## config.mk

```make
export PLATFORM = sky130hd
export DESIGN_NAME = mp64_extmem
export DESIGN_NICKNAME = d
export VERILOG_FILES = /design/src/rtl/mp64_extmem.sv
export SDC_FILE = /design/constraint.sdc
export NUM_CORES = 2
export LEC_CHECK = 0
export ABC_AREA = 0
export CAP_MARGIN = 10
export CORE_AREA = 2 2 544 546
export DETAILED_ROUTE_END_ITERATION = 10
export DIE_AREA = 0 0 546 548
export GPL_ROUTABILITY_DRIVEN = 0
export GPL_TIMING_DRIVEN = 0
export SLEW_MARGIN = 20
export SYNTH_ARGS = -nofsm -noshare
export SYNTH_HDL_FRONTEND = slang
export SYNTH_SLANG_ARGS = --single-unit
```

## constraint.sdc

```tcl
create_clock -name clk -period 2.6 [get_ports clk]
set_clock_uncertainty 0.15 [all_clocks]
set_input_delay 0.78 -clock clk [delete_from_list [all_inputs] [get_ports clk]]
set_output_delay 0.78 -clock clk [all_outputs]
set_load 0.01 [all_outputs]
```

## src/rtl/mp64_extmem.sv

```systemverilog
// Arbiter and width adapter: a CPU port (single 64-bit beats) and a tile port (512-bit lines
// moved as 8-beat bursts) share one 64-bit memory PHY. The tile port has fixed priority.
module mp64_extmem (
    input  logic         clk,
    input  logic         rst_n,
    input  logic         cpu_req,
    input  logic [31:0]  cpu_addr,
    input  logic [63:0]  cpu_wdata,
    input  logic         cpu_wen,
    output logic [63:0]  cpu_rdata,
    output logic         cpu_ack,
    input  logic         tile_req,
    input  logic [31:0]  tile_addr,
    input  logic [511:0] tile_wdata,
    input  logic         tile_wen,
    output logic [511:0] tile_rdata,
    output logic         tile_ack,
    output logic         phy_req,
    output logic [31:0]  phy_addr,
    output logic [63:0]  phy_wdata,
    output logic         phy_wen,
    input  logic [63:0]  phy_rdata,
    input  logic         phy_ack,
    output logic [3:0]   phy_burst_len
);

    // PHY handshake: phy_req is held high for the whole transaction; each posedge with
    // phy_ack=1 completes one beat. A transaction is 1 beat (CPU) or 8 beats (tile).
    typedef enum logic [1:0] {IDLE, CPU_XFER, TILE_XFER} state_t;

    state_t       state;
    logic [2:0]   beat;
    logic [447:0] wline;

    always_ff @(posedge clk or negedge rst_n) begin
        if (!rst_n) begin
            state         <= IDLE;
            beat          <= 3'd0;
            wline         <= '0;
            cpu_rdata     <= '0;
            cpu_ack       <= 1'b0;
            tile_rdata    <= '0;
            tile_ack      <= 1'b0;
            phy_req       <= 1'b0;
            phy_addr      <= '0;
            phy_wdata     <= '0;
            phy_wen       <= 1'b0;
            phy_burst_len <= 4'd0;
        end else begin
            cpu_ack  <= 1'b0;
            tile_ack <= 1'b0;
            case (state)
                IDLE: begin
                    if (tile_req) begin
                        state         <= TILE_XFER;
                        beat          <= 3'd0;
                        wline         <= tile_wdata[511:64];
                        phy_req       <= 1'b1;
                        phy_addr      <= tile_addr;
                        phy_wen       <= tile_wen;
                        phy_wdata     <= tile_wdata[63:0];
                        phy_burst_len <= 4'd8;
                    end else if (cpu_req) begin
                        state         <= CPU_XFER;
                        phy_req       <= 1'b1;
                        phy_addr      <= cpu_addr;
                        phy_wen       <= cpu_wen;
                        phy_wdata     <= cpu_wdata;
                        phy_burst_len <= 4'd1;
                    end
                end
                CPU_XFER: begin
                    if (phy_ack) begin
                        cpu_rdata     <= phy_rdata;
                        cpu_ack       <= 1'b1;
                        phy_req       <= 1'b0;
                        phy_burst_len <= 4'd0;
                        state         <= IDLE;
                    end
                end
                TILE_XFER: begin
                    if (phy_ack) begin
                        if (!phy_wen) begin
                            tile_rdata[{beat, 6'd0} +: 64] <= phy_rdata;
                        end else begin
                            // Remaining write beats shift down so the next one is always at the bottom.
                            phy_wdata <= wline[63:0];
                            wline     <= {64'd0, wline[447:64]};
                        end
                        beat <= beat + 3'd1;
                        if (beat == 3'd7) begin
                            tile_ack      <= 1'b1;
                            phy_req       <= 1'b0;
                            phy_burst_len <= 4'd0;
                            state         <= IDLE;
                        end
                    end
                end
                default: state <= IDLE;
            endcase
        end
    end

endmodule

```

# Yosys cells after proc, flatten, opt, wreduce, memory -nomap -nowiden
# Index checks and enable logic that the tools add are counted.
# totals
romBits	0
reg_bits	1133
latchBits	0
input_bits	711
word_cells	78
output_inout_bits	680
ramBits	0
memories	0
# classes
n_lt_le_gt_ge	0
shift	2
div_mod_pow	0
reduce_logical	12
n_eq_ne	9
addsub	2
n_mul	0
bitwise_logic	1
mux	40
# ops
operator	n
$mux 448	3
$pmux 448 s2	1
$bwmux 512	1
$shift 64x11->512 const A	1
$shiftx 64x11->512	1
$mux 64	4
$pmux 64 s2	1
$mux 32	2
$mux 4	5
$mux 1	12
$pmux 4 s3	1
$reduce_and 4->1	3
$neg 9->11	1
$mux 2	5
$ne 2x2->1 const B	5
$mux 3	2
$pmux 2 s3	1
$pmux 3 s2	1
$reduce_and 3->1	2
$reduce_and 5->1	1
$reduce_and 2->1	2
$reduce_bool 2->1	2
$add 3x1->3 const B	1
$eq 3x3->1 const B	1
7 further kinds	7

# Logic depth before layout (Yosys ltp)
# depth
ltp_word	4
mapped_depth	12
ltp_nobuf	7

# Worst setup path before layout
# No wires, ideal clock.
# synth_timing
kind	reg2reg
from	register beat[0]
to	register tile_rdata[100]
setup_time_ns	0.125
n_path_buf	2
synth_period_minus_slack_ns	2.549
required_ns	2.325
stages_incl_launch_ff	9
t_arrival_ns	2.274
path_slack_ns	0.051
path_cell_list	dfrtp_1 -> buf_2 -> inv_1 -> ha_1 -> ha_1 -> o31ai_1 -> nor3_2 -> buf_2 -> mux2_2
# synth_via
elab_chain_cells	3
word_cells_on_any_way	4
classes_between	add/sub: 1; shift: 2; mux: 1
# synth_lines
item	line	rtl
start, declared	32	logic [2:0] beat;
start signal, assigned	90	beat <= beat + 3'd1;
$neg 9->11 (*)	84	tile_rdata[{beat, 6'd0} +: 64] <= phy_rdata;
$shiftx 64x11->512 / $shift 64x11->512 (equally long branches)	84	
$bwmux 512 (*)	84	
end signal, assigned by index	84	
end, declared	16	output logic [511:0] tile_rdata,
# Every way passes the cells marked *; elsewhere a longest branch is shown, timed or not.
# A chain may end at the register's enable or synchronous reset.

# Final worst setup path
# layout_timing
from	register beat[0]
to	register tile_rdata[89]
# Same word-level chain as after synthesis.

==> impl_results.md <==
- Final Non-Filler Cells: 10310
- Mean Syn Cell Area: 10.48 µm²
- Worst hold-check path type: input pin to asynchronous set/reset pin
- Number of synthesized register bits: 1131
- Layout cells sized above 1: 14.11%
- R2R depth: 10
- DP HPWL: 240.3 mm
- CTS clk-pin slew, worst paths: 0.06 ns
- Area grow syn2layout: 55.09%
- Startpoint Class: register
- Floorplan die width: 546 µm
- Synth warn: 0
- Setup TNS: -0.04556 ns
- H-Tree Depth: 4
- Clk buf depth: 4
- Worst R2R End: tile_rdata[89]$_DFFE_PN0P_
- PortBufs: 1353
- Final setup fails: 7
- MaxCap Viol Count: 0
- Synthesized cell area: 48270 µm²
- Wire per inst: 28.82 µm
- Clk_lat worst skew: 0.82 ns
- CTS tree: done
- Die area: 299200 µm²
- Final #Nets: 6883
- Number of fill cells: 31080
- CORE AREA: 293100 µm²
- DRT Pass-1 Iters: 6
- Syn Inst Count: 4606
- Initial antenna violation count: 171
- Most common cell after layout, fill and taps aside: dfrtp_1
- WP data required: 3.10 ns
- Global-route usage over all layers: 18.96%
- Total grt overflow: 0
- Core Rows: 199
- Pwr Total: 78.51 mW
- Placed cells: 9893
- Total number of vias: 44550
- Routed Antenna Nets: 0
- Final Hold Fails: 75
- Place WS: -1.910 ns
- Total routed wirelength: 297.2 mm
- Max-slew violation count: 0
- Maximum VDD drop: 0.6553 mV
- Worst Slack Setup Final: -0.01579 ns
- Design area: 74860 µm²
- # DRC: 0
- Post-layout util: 25.54%
- Failing checks: negative hold slack, negative setup slack
- Crit share post-route: 100.6%
- Clock root cell: clkbuf_16
- Worst hold slack: -0.3091 ns
- Relative slew slack: 20.89%
- Run status: finished, violations left
- Clock Sinks: 1131
- WP data arrival: 3.11 ns
- Die Y: 548 µm
- Vias in the first global route: 44060
- Crit Reg-Reg Startpoint: beat[0]$_DFFE_PN0P_
- RSZ-0062 raised after global routing: yes
- Largest net degree at the start of global routing: 147
- Drt initial violations: 4428
- Leakage: 36.67 nW
- First-pass GRT wire length: 389.1 mm
- Crit Path Class: register to register
- CTS Buf Count: 139
- Crit Path Max Fanout: 5
- R2R setup slack: -0.02 ns
- Avg Vias per Cell: 4.321
- Highest-count cells in the layout ignoring fill and taps: 1126 x dfrtp_1, 765 x nand2_1, 670 x clkdlybuf4s50_1, 522 x o21ai_0, 479 x dlymetal6s2s_1
- Tmin final: 2.616 ns
- PwrDens: 1049 nW/µm²
- Kind of end point of the critical path: register
- Initial Util: 16.47%
- Number of distinct library cells after synthesis: 37
- Dpl cell area: 67100 µm²
- Top achievable clock speed: 0.3823 GHz
- Worst-Margin Slew: 1.183 ns
- Io pins: 1391
- Seq/Total Area, Yosys: 58.64%
-- worst max-delay path by stage --
stage | start | to | slack, ns | depth (start not counted)
2_1_floorplan | beat[0]$_DFFE_PN0P_ | tile_rdata[100]$_DFFE_PN0P_ | 0.05 | 8
3_3_place_gp | rst_n | cpu_rdata[17]$_DFFE_PN0P_ | -51.83 | 1
3_5_place_dp | phy_ack | tile_rdata[474]$_DFFE_PN0P_ | -1.91 | 6
4_1_cts | tile_rdata[98]$_DFFE_PN0P_ | tile_rdata[98] | -0.21 | 1
5_1_grt | beat[0]$_DFFE_PN0P_ | tile_rdata[99]$_DFFE_PN0P_ | -0.08 | 10
6_report | beat[0]$_DFFE_PN0P_ | tile_rdata[89]$_DFFE_PN0P_ | -0.02 | 10
-- state kept, by name (all words and copies together) (netlist names) --
signal	flops
phy_wen	1
wline	448
cpu_rdata	64
phy_wdata	64
cpu_ack	1
state	2
beat	3
tile_rdata	512
phy_burst_len	2
phy_addr	32
phy_req	1
tile_ack	1
-- synth_stat cells --
| library cell | instances | share of area [%] |
|---|---|---|
| and3_1 | 31 | 0.40 |
| clkbuf_1 | 229 | 1.8 |
| and2_1 | 2 | 0.026 |
| nor4b_1 | 1 | 0.018 |
| o21ai_1 | 282 | 2.9 |
| nand4b_1 | 3 | 0.054 |
| nor4_1 | 1 | 0.013 |
| buf_1 | 16 | 0.12 |
| nand2b_1 | 1 | 0.013 |
| o21ai_0 | 531 | 5.5 |
| nand2_1 | 770 | 6.0 |
| ha_1 | 11 | 0.29 |
| mux2_2 | 188 | 4.4 |
| nor3b_1 | 1 | 0.016 |
| a32o_1 | 1 | 0.021 |
| and4bb_2 | 1 | 0.026 |
| or3_1 | 3 | 0.039 |
| nor3_1 | 2 | 0.021 |
| a22o_1 | 67 | 1.2 |
| or2_2 | 1 | 0.013 |
| nand3b_1 | 2 | 0.031 |
| nor4_4 | 1 | 0.044 |
| dfrtp_1 | 1131 | 59 |
| mux2i_1 | 482 | 10 |
| nand3_1 | 299 | 3.1 |
| nor3_2 | 2 | 0.041 |
| nor2b_1 | 3 | 0.039 |
| conb_1 | 1 | 0.0078 |
| buf_6 | 34 | 0.79 |
| o31ai_1 | 2 | 0.031 |
| a21oi_1 | 66 | 0.68 |
| buf_2 | 93 | 0.96 |
| inv_1 | 268 | 2.1 |
| a21boi_0 | 2 | 0.031 |
| nor2_1 | 73 | 0.57 |
| buf_4 | 4 | 0.062 |
| or2_1 | 1 | 0.013 |
-- layout make-up --
class / instances / area, µm² / area share [%]
sequential: 1131 / 28310 / 37.82
multi-input combinational: 2832 / 17660 / 23.59
antenna: 129 / 322.8 / 0.4312
tap: 3919 / 4903 / 6.550
inverter: 268 / 1010 / 1.349
buffer: 372 / 2628 / 3.510
clock inverter: 52 / 689.4 / 0.9210
clock buffer: 192 / 4031 / 5.385
timing repair buffer: 1417 / 15310 / 20.45
-- where the power goes --
| group | total, mW | leakage (nW) | switching, mW | internal [mW] |
|---|---|---|---|---|
| Combinational | 30.6 | 20.9 | 18.2 | 12.4 |
| Sequential | 27.3 | 13.4 | 3.76 | 23.6 |
| Clock | 20.6 | 2.34 | 8.47 | 12.1 |
-- per-layer routing --
metal  GRT usage (%)  part of all wire (%)
met4           12.49                   7.7
met3           7.183                    11
met2           30.00                    45
met5               0                  0.15
met1           21.30                    37
-- cells by family after synthesis --
logic type / synth area share (%)
flops: 58.64
mux: 14.38
fa+ha+maj: 0.2851
buf+inv: 5.809
simple gates: 10.47
compound gates: 10.41
other cells: 0.007769
-- timing repair --
item / CTS / global route
hold endpoints to repair: 75 / 75
buffers inserted: 36 / 8
gates resized for setup: 605 / 677
endpoints found under the setup margin: 1776 / 1469
gates cloned: 4 / 3
pin swaps: 10 / 5
-- critical path: stages, from the launching register on --
cell,delay (ns)
dfrtp_1,0.39
buf_12,0.12
clkinvlp_4,0.10
ha_4,0.18
ha_4,0.31
o31ai_4,0.11
nor3_4,0.30
buf_6,0.17
buf_12,0.12
buf_16,0.17
mux2_4,0.31
(Power assumes the default switching activity.)
